<file path="src/rtl/game_pkg.sv">
// Shared game-flow encodings and constants used by the renderer, this controller and the display.
// Definitions only: no logic, no latency, no flow control.
package game_pkg;

    typedef enum logic [1:0] {
        ST_IDLE     = 2'd0,
        ST_PLAYING  = 2'd1,
        ST_CRASHED  = 2'd2,
        ST_GAMEOVER = 2'd3
    } game_state_t;

    localparam logic [15:0] BCD_MAX = 16'h9999;

    // 12-bit RGB colours shared by the renderer and the overlay
    localparam logic [11:0] COL_ROAD  = 12'h444;
    localparam logic [11:0] COL_CAR   = 12'hF00;
    localparam logic [11:0] COL_FLASH = 12'hFFF;

endpackage

</file>
<file path="src/rtl/bcd_counter4.sv">
// Four-digit BCD incrementer with clear priority over increment, saturating at 9999.
// Count updates on the clock edge after clr/inc; no backpressure.
module bcd_counter4
    import game_pkg::*;
(
    input  logic        clk,
    input  logic        rst_n,
    input  logic        clr,
    input  logic        inc,
    output logic [15:0] count
);

    logic [15:0] count_q;
    logic [15:0] count_d;
    logic        carry;

    always_comb begin
        count_d = count_q;
        carry   = 1'b1;
        if (clr) begin
            count_d = '0;
        end else if (inc && (count_q != BCD_MAX)) begin
            for (int i = 0; i < 4; i++) begin
                if (carry) begin
                    if (count_q[4*i +: 4] == 4'd9) begin
                        count_d[4*i +: 4] = 4'd0;
                    end else begin
                        count_d[4*i +: 4] = count_q[4*i +: 4] + 4'd1;
                        carry             = 1'b0;
                    end
                end
            end
        end
    end

    always_ff @(posedge clk) begin
        if (!rst_n) begin
            count_q <= '0;
        end else begin
            count_q <= count_d;
        end
    end

    assign count = count_q;

endmodule

</file>
<file path="src/rtl/game_state_ctrl.sv">
// Game-flow FSM: start/crash sequencing, frame-divided BCD score and high score.
// All outputs registered, one cycle after the causing input; no backpressure.
module game_state_ctrl
    import game_pkg::*;
#(
    parameter int SCORE_DIV    = 4,
    parameter int CRASH_FRAMES = 120,
    parameter int GRACE_FRAMES = 2,
    parameter int FLASH_BIT    = 3
) (
    input  logic        clk,
    input  logic        rst_n,
    input  logic        frame_tick,
    input  logic        start_btn,
    input  logic        dead_flag,
    output logic        restart,
    output logic        playing,
    output logic        crash_flash,
    output logic [1:0]  state,
    output logic [15:0] score,
    output logic [15:0] high_score
);

    localparam int CW = ($clog2(CRASH_FRAMES) > 7) ? $clog2(CRASH_FRAMES) : 7;
    localparam int GW = ($clog2(GRACE_FRAMES + 1) > 2) ? $clog2(GRACE_FRAMES + 1) : 2;
    localparam logic [3:0]    DIV_LAST = 4'(SCORE_DIV - 1);
    localparam logic [CW-1:0] CNT_LAST = CW'(CRASH_FRAMES - 1);

    game_state_t   state_q, state_d;
    logic          btn_q;
    logic [3:0]    div_q, div_d;
    logic [GW-1:0] grace_q, grace_d;
    logic [CW-1:0] crash_cnt_q, crash_cnt_d;
    logic [15:0]   high_q, high_d;
    logic          restart_q, restart_d;
    logic          playing_q, playing_d;
    logic          flash_q, flash_d;
    logic          score_clr, score_inc;
    logic          start_press;
    logic          crash_hit;

    assign start_press = start_btn & ~btn_q;
    // The renderer emits a crash pulse right after its own reset; grace hides it.
    assign crash_hit   = (state_q == ST_PLAYING) && (grace_q == '0) && dead_flag;

    always_comb begin
        state_d     = state_q;
        div_d       = div_q;
        grace_d     = grace_q;
        crash_cnt_d = crash_cnt_q;
        high_d      = high_q;
        restart_d   = 1'b0;
        score_clr   = 1'b0;
        score_inc   = 1'b0;
        case (state_q)
            ST_IDLE, ST_GAMEOVER: begin
                if (start_press) begin
                    state_d   = ST_PLAYING;
                    restart_d = 1'b1;
                    score_clr = 1'b1;
                    div_d     = '0;
                    grace_d   = GW'(GRACE_FRAMES);
                end
            end
            ST_PLAYING: begin
                if (crash_hit) begin
                    state_d     = ST_CRASHED;
                    crash_cnt_d = '0;
                    if (score > high_q) begin
                        high_d = score;
                    end
                end else if (frame_tick) begin
                    if (grace_q != '0) begin
                        grace_d = grace_q - 1'b1;
                    end
                    if (div_q == DIV_LAST) begin
                        div_d     = '0;
                        score_inc = 1'b1;
                    end else begin
                        div_d = div_q + 4'd1;
                    end
                end
            end
            ST_CRASHED: begin
                if (frame_tick) begin
                    if (crash_cnt_q == CNT_LAST) begin
                        state_d = ST_GAMEOVER;
                    end else begin
                        crash_cnt_d = crash_cnt_q + 1'b1;
                    end
                end
            end
            default: ;
        endcase
        playing_d = (state_d == ST_PLAYING);
        flash_d   = (state_d == ST_CRASHED) && crash_cnt_d[FLASH_BIT];
    end

    always_ff @(posedge clk) begin
        if (!rst_n) begin
            state_q     <= ST_IDLE;
            btn_q       <= 1'b0;
            div_q       <= '0;
            grace_q     <= '0;
            crash_cnt_q <= '0;
            high_q      <= '0;
            restart_q   <= 1'b0;
            playing_q   <= 1'b0;
            flash_q     <= 1'b0;
        end else begin
            state_q     <= state_d;
            btn_q       <= start_btn;
            div_q       <= div_d;
            grace_q     <= grace_d;
            crash_cnt_q <= crash_cnt_d;
            high_q      <= high_d;
            restart_q   <= restart_d;
            playing_q   <= playing_d;
            flash_q     <= flash_d;
        end
    end

    bcd_counter4 u_score (
        .clk   (clk),
        .rst_n (rst_n),
        .clr   (score_clr),
        .inc   (score_inc),
        .count (score)
    );

    assign state       = state_q;
    assign restart     = restart_q;
    assign playing     = playing_q;
    assign crash_flash = flash_q;
    assign high_score  = high_q;

endmodule

</file>
<file path="config.mk">
export PLATFORM = sky130hd
export DESIGN_NAME = game_state_ctrl
export DESIGN_NICKNAME = d
export VERILOG_FILES = /design/src/rtl/game_pkg.sv /design/src/rtl/bcd_counter4.sv /design/src/rtl/game_state_ctrl.sv
export SDC_FILE = /design/constraint.sdc
export NUM_CORES = 1
export LEC_CHECK = 0
export ABC_CLOCK_PERIOD_IN_PS = 4510
export BUFFER_PORTS_ARGS = -buffer_cell sky130_fd_sc_hd__clkbuf_2
export CAP_MARGIN = 20
export CORE_ASPECT_RATIO = 1.1
export CORE_MARGIN = 3
export CORE_UTILIZATION = 45
export CTS_CLUSTER_SIZE = 28
export DETAILED_ROUTE_END_ITERATION = 10
export PLACE_DENSITY_LB_ADDON = 0.05
export SYNTH_ARGS = -nofsm -noshare
export SYNTH_HDL_FRONTEND = slang
export SYNTH_SLANG_ARGS = --single-unit
</file>
<file path="constraint.sdc">
create_clock -name clk -period 4.51 [get_ports clk]
set_input_delay 0.902 -clock clk [delete_from_list [all_inputs] [get_ports clk]]
set_output_delay 0.902 -clock clk [all_outputs]
set_load 0.005 [all_outputs]
</file>
# After elaboration in Yosys (flattened, before gate mapping)

Cells that the tools add are included.

Output and inout bits: 37
Logic and storage cells: 102
Input port bits: 5
Bits in registers: 51

Bitwise gates (word level): 3
$add $sub $neg: 7
Equal/unequal tests: 19
Reduce and logical (&&, ||, !) cells: 18
Multiplexer cells: 40
$lt $le $gt $ge: 1

Operator list:

| cell                                                | number |
|---|---|
| two-way mux 4 bit                                   | 8 |
| two-way mux 7 bit                                   | 3 |
| adder 4 x 1 -> 4 bit, second input constant         | 5 |
| two-way mux 1 bit                                   | 17 |
| equality test 4 bit, second input constant          | 4 |
| > comparator 16 bit                                 | 1 |
| two-way mux 2 bit                                   | 8 |
| != test 16 bit, second input constant               | 1 |
| case mux 7 bit (2 select lines)                     | 1 |
| != test 2 bit, second input constant                | 6 |
| case mux 4 bit (2 select lines)                     | 1 |
| AND reduction 4 bit                                 | 2 |
| adder 7 x 1 -> 7 bit, second input constant         | 1 |
| equality test 7 bit, second input constant          | 1 |
| equality test 2 bit, second input constant          | 3 |
| case mux 2 bit (3 select lines)                     | 1 |
| AND reduction 2 bit                                 | 3 |
| nonzero test 2 bit                                  | 3 |
| AND reduction 5 bit                                 | 1 |
| equality test 2 x 1 -> 1 bit, second input constant | 2 |
| equality test 4 x 2 -> 1 bit, second input constant | 1 |
| logical AND 1 bit                                   | 4 |
| logical NOT 2 bit                                   | 2 |
| case mux 2 bit (2 select lines)                     | 1 |
| 6 further kinds                                     | 8 |

# Longest topological paths before layout

Depth in word-level cells: 15
Mapped depth: 9
Mapped depth without buffers: 7

# Cells and area by module

From an unflattened synthesis, not the netlist that was laid out.

Cell total of the unflattened synthesis: 319
Area total of the unflattened synthesis: 2845.2 um2

By module, submodules not included:

| module          | area each (um2) | seq. area each (um2) | times used | cells each |
|---|---|---|---|---|
| game_state_ctrl | 1994.4          | 700.7                | 1          | 221 |
| bcd_counter4    | 850.8           | 320.3                | 1          | 98 |

# Worst setup path after synthesis

OpenSTA, ideal clock, no wires.

Kind: in2reg
Start point: input port dead_flag
End point: register u_score.count_q[3] (netlist: u_score.count[3])
Path buffers: 1
Required time: 4.388 ns
Arrival: 2.017 ns
Setup slack: 2.371 ns
Library setup time: 0.122 ns
Stages: 5
Cells stage by stage: a21boi_2 > and2_1 > clkbuf_1 > o211ai_2 > a311o_1

Longest elaborated chain between the ends: 4

Ends and longest elaborated chain:

| what                 | RTL line              | RTL |
|---|---|---|
| from (decl)          | game_state_ctrl.sv:15 | `input logic dead_flag,` |
| logical AND 1 bit    | game_state_ctrl.sv:44 | `assign crash_hit = (state_q == ST_PLAYING) && (grace_q == '0) && dead_flag;` |
| two-way mux 1 bit    | game_state_ctrl.sv:66 | `if (crash_hit) begin` |
| two-way mux 1 bit    | game_state_ctrl.sv:55 | `case (state_q)` |
| logical AND 1 bit    | bcd_counter4.sv:22    | `end else if (inc && (count_q != BCD_MAX)) begin` |
| to (signal assigned) | bcd_counter4.sv:40    | `count_q <= count_d;` |
| to (decl)            | bcd_counter4.sv:13    | `logic [15:0] count_q;` |

Every way passes these cells.
A chain may end at the register's enable or synchronous reset.

# Worst setup path after layout

Start point: register u_score.count_q[15] (netlist: u_score.count[15])
End point: register high_q[14] (netlist: high_score[14])

Longest elaborated chain between the ends: 2

Ends and longest elaborated chain:

| what                          | RTL line               | RTL |
|---|---|---|
| > comparator 16 bit           | game_state_ctrl.sv:69  | `if (score > high_q) begin` |
| AND reduction 3 bit (no line) | --                     |  |
| to (signal assigned)          | game_state_ctrl.sv:116 | `high_q <= high_d;` |
| to (decl)                     | game_state_ctrl.sv:34  | `logic [15:0] high_q, high_d;` |

Every way passes these cells.

==> summary.md <==
The flow ran to the end, and the final reports show no timing, DRC or antenna violations. The number of gates resized after CTS was 0. The count of input and output buffers works out to 41. The routed design has 6107 um of wire.

The final estimated routing congestion in global placement was 0.8180; the post-synthesis average cell area was 8.456 um^2. The worst hold path stage count is 2, and the share of power burned in combinational logic is 9.5%. For hold timing, the worst endpoint is grace_q[1]$_SDFFE_PN0P_.

Across the VDD grid, the largest voltage drop is 0.1472 mV. The part of the Yosys area used for sequential elements is 35.20%. The fraction of power spent switching nets is 23.94%, and the number of nets in the synthesized netlist is 370. The die width is 82.55 um. The largest net degree at the start of global routing is 46, and the core area is 6193 um^2.

The run gives 0 as the yosys synthesis warning count. In this run the core area contains 30 standard-cell rows. The slew at the pin closest to its max-slew limit is 1.073 ns, and the number of global-route vias before repair is 2289. The tools report the startpoint of the most critical register-to-register path as u_score.count[15]$_SDFFE_PP0P_. The tools report the global-route wire length before repair as 10440 um. The die covers 7446 um^2. The via count normalized by instance count came out at 5.273. The tools report the worst clock skew as 0.01115 ns. TritonCTS built the clock tree. The logs give 2900 um^2 for the area of the mapped netlist and 3.05 ns for the critical path arrival.

Synthesis produced a netlist whose cell count is 343. The critical path in this run is classified as reg -> reg. For the number of antenna violations at the first check in global routing, the log shows 0. For the final routed database, the setup TNS stands at 0 ns.

The number of flip-flops and latches in the synthesized netlist was 51. Once the floorplan was initialized, standard cells occupied 46.83% of the core. At the end of the flow, the number of nets in the layout was 404.

Sequential cells account for 52.7% of the total power. The share of synthesized cell area in full adder, half adder and majority cells works out to 9.491%. The total power per unit cell area was 269.5 nW/um^2. Once placement finished, the instance area stood at 3138 um^2. Across the run, the number of max-cap violations was 0. The total leakage power came out at 1.292 nW. TritonCTS created 5 clock buffers.

The layout-stage area growth over the synthesis result was 12.25%. The clock network accounts for 37.8% of the total power. Overall fraction of global-route tracks in use: 17.34%. Once placement completed, the tool counted placed cells totaling 450.

In this run the tightest slew margin relative to its limit is 28.46%. Cells with a size suffix above 1 make up 14.81% of the layout. The clock latency on the worst-skew pair was 0.30 ns.

The dominant synthesized flop cell was dfxtp_1. The maximum fanout count along the critical path works out to 16. Of all flip-flops after synthesis, the portion carrying an async set or reset was 0%. For the net switching power, the log shows 0.0002101 W. The run gives 0 as the count of pins over their slew limit. The clock drives 51 sinks.

Pin placement for this block handled 42 I/O pins. Setup violations remaining at the end of the flow were counted as 0. STA puts the critical path data required time at 4.74 ns. The buffer count from post-CTS setup fixing is 0, and the first-iteration detailed-routing DRC count is 69. In this run the most critical hold path is launched from grace_q[1]$_SDFFE_PN0P_. The clock passes through at most 2 buffers. Simple-gate area share of the yosys netlist: 23.47%.

The synthesized netlist devotes 14.11% of its cell area to compound gates. For the leftover overflow at the end of global routing, the log shows 0. Counting cells, the worst reg-to-reg path comes to 6. The logs give 4534 um for the final HPWL from detailed placement and 0 for the count of inserted antenna diode cells. Measured against the total synthesized area, the mux share comes to 7.593%.

The average wire per standard cell is 13.33 um, and the post-route clock period utilization is 62.63%. The first TritonRoute pass finished after 4 iterations. Setup repair after global routing left no endpoint under its margin.

Clock tree synthesis selected as its root buffer the cell clkbuf_8. The slowest stage cell on the critical path is o31a_1. The maximum clock rate is 0.3540 GHz. Once layout is done, the placed cells without fillers occupy 3256 um^2.

Routed via count: 2415. The tightest min-delay check is of the reg -> reg type. Synthesis instantiated 51 different standard cells from the library. The worst setup path is launched from a flop. The clock edge transition at the registers on the reported setup and hold paths came out at 0.09 ns.

For flop-to-flop paths, the worst setup slack is 1.69 ns. The final hold violation count is 0. The endpoint identified for the worst register-to-register timing path is high_score[14]$_SDFFE_PN0P_. The largest single stage delay on the critical path is 0.86 ns. Cell internal power was estimated by the tool at 0.0006673 W. After Yosys synthesis, XOR and XNOR cells account for 3.926% of the synthesized area. Walking the worst path, the cells encountered are ha_1 -> nand4_1 -> nor4_1 -> a21boi_1 -> o31a_1 -> mux2i_1. The cts-stage hold buffer count is 0, and the layout filler cell count is 627. The floorplan die height came out at 90.20 um.

Number of synthesized flops with an enable pin: 0. The clock period could shrink to 2.825 ns. The detail route stage leaves a number of antenna-violating nets equal to 0. The capturing element type of the critical path is a flop.

The run gives 0 as the DRC violation count after routing. The number of standard cells in the final layout excluding fillers came out at 458. After synthesis, the largest family of logic cells by area is simple AND/OR/NAND/NOR gates.

In this run the number of H-tree levels came out at 2.
[cells in the final DEF (no fill, tap or decap), drive strengths merged, types with 10 or more instances in the layout]
master and instances:
dfxtp 51, nand2 50, clkbuf 47, inv 30, a21oi 23, mux2i 22, ha 22, nor2 20
nand3 11, xnor2 10
[flip-flops by register name, summed over array words and instances, names as in the netlist]
name           count
btn_q              1
u_score.count     16
crash_cnt_q        7
grace_q            2
div_q              4
playing            1
crash_flash        1
restart            1
state              2
high_score        16
[routing by layer]
| metal | global-route usage [%] | vias up | part of all wire, % | routed length (um) |
|---|---|---|---|---|
| met5 | 0 | - | 0 | 0 |
| met4 | 5.858 | 0 | 2.0 | 125 |
| li1 | - | 1258 | - | - |
| met1 | 22.28 | 1107 | 46 | 2822 |
| met3 | 2.806 | 11 | 3.7 | 228 |
| met2 | 28.88 | 39 | 48 | 2930 |
[power groups by stage]
stage	Combinational [W]	Clock [W]	Sequential, W
finish	0.0000836	0.000332	0.000462
floorplan	0.0000641	0	0.000472
CTS	0.0000847	0.000349	0.000462
global placement	0.0000844	0	0.000473
global route	0.0000966	0.000357	0.000463
detailed placement	0.0000847	0	0.000473
[worst max-delay path by stage]
stage                                        start                       endpoint  slack, ns  depth (start not counted)
floorplan                                dead_flag  u_score.count[3]$_SDFFE_PP0P_       2.37                          5
CTS                    high_score[11]$_SDFFE_PN0P_    high_score[14]$_SDFFE_PN0P_       1.64                          7
global placement    u_score.count[11]$_SDFFE_PP0P_     high_score[9]$_SDFFE_PN0P_       1.75                          6
detailed placement     high_score[11]$_SDFFE_PN0P_     high_score[9]$_SDFFE_PN0P_       1.66                          7
global route           high_score[11]$_SDFFE_PN0P_     high_score[4]$_SDFFE_PN0P_       1.44                          7
finish              u_score.count[15]$_SDFFE_PP0P_    high_score[14]$_SDFFE_PN0P_       1.69                          6
[synth_stat cells, types with 2 or more instances]
cell type / number / share of area, %
buf_2: 3 / 0.52
nand3_1: 11 / 1.9
and2_1: 8 / 1.7
o21a_1: 2 / 0.52
nor3_1: 4 / 0.69
nand4_1: 8 / 1.7
nor4bb_1: 2 / 0.69
inv_1: 30 / 3.9
nor4_1: 2 / 0.43
ha_1: 22 / 9.5
a211oi_1: 3 / 0.78
xnor2_1: 10 / 3.0
clkbuf_1: 9 / 1.2
xor2_1: 3 / 0.91
o21ai_0: 8 / 1.4
mux2i_1: 22 / 7.6
nand2_1: 50 / 6.5
a21o_1: 5 / 1.3
dfxtp_1: 51 / 35
a21boi_1: 2 / 0.52
nor2_1: 20 / 2.6
o2111ai_1: 2 / 0.60
nand2b_1: 2 / 0.43
and4_1: 3 / 0.91
a21oi_1: 23 / 4.0
nor3b_1: 2 / 0.52
a21boi_0: 2 / 0.52
and3_1: 5 / 1.1
nor2b_1: 6 / 1.3
or4_1: 2 / 0.52
[cell type report]
type	instances	area, um^2	area share (%)
tap	80	100.1	3.075
clock buffer	6	82.58	2.537
timing repair buffer	41	205.2	6.303
inverter	30	112.6	3.459
multi-input combinational	248	1699	52.19
sequential	51	1021	31.36
clock inverter	2	35.03	1.076
[stage by stage]
step	hold WS, ns	power, W	setup WS [ns]	util (%)
CTS	0.4742	0.0008958	1.635	52.57
global placement	0.4526	0.0005573	1.755	50.67
detailed placement	0.4583	0.0005575	1.661	50.67
global route	0.4984	0.0009172	1.441	52.57
floorplan	0.4395	0.0005365	2.371	-
finish	0.4684	0.0008774	1.685	52.57
[worst max-delay path: cells and delay by family (launching register included)]
kind            cells  cell delay (ns)
compound gates      2             1.08
flops               1             0.38
fa+ha+maj           1             0.34
simple gates        2             0.69
mux                 1             0.26
[logic make-up (layout without fill, tap and decap cells)]
family,Yosys count,after routing
AND/OR/NAND/NOR,132,132
flip-flops,51,51
adder cells (fa/ha/maj),22,22
buffers and inverters,44,79
AO/OA/AOI/OAI,59,59
multiplexers,22,22
XOR/XNOR,13,13
Note: power is estimated with default switching activity, not from simulation.
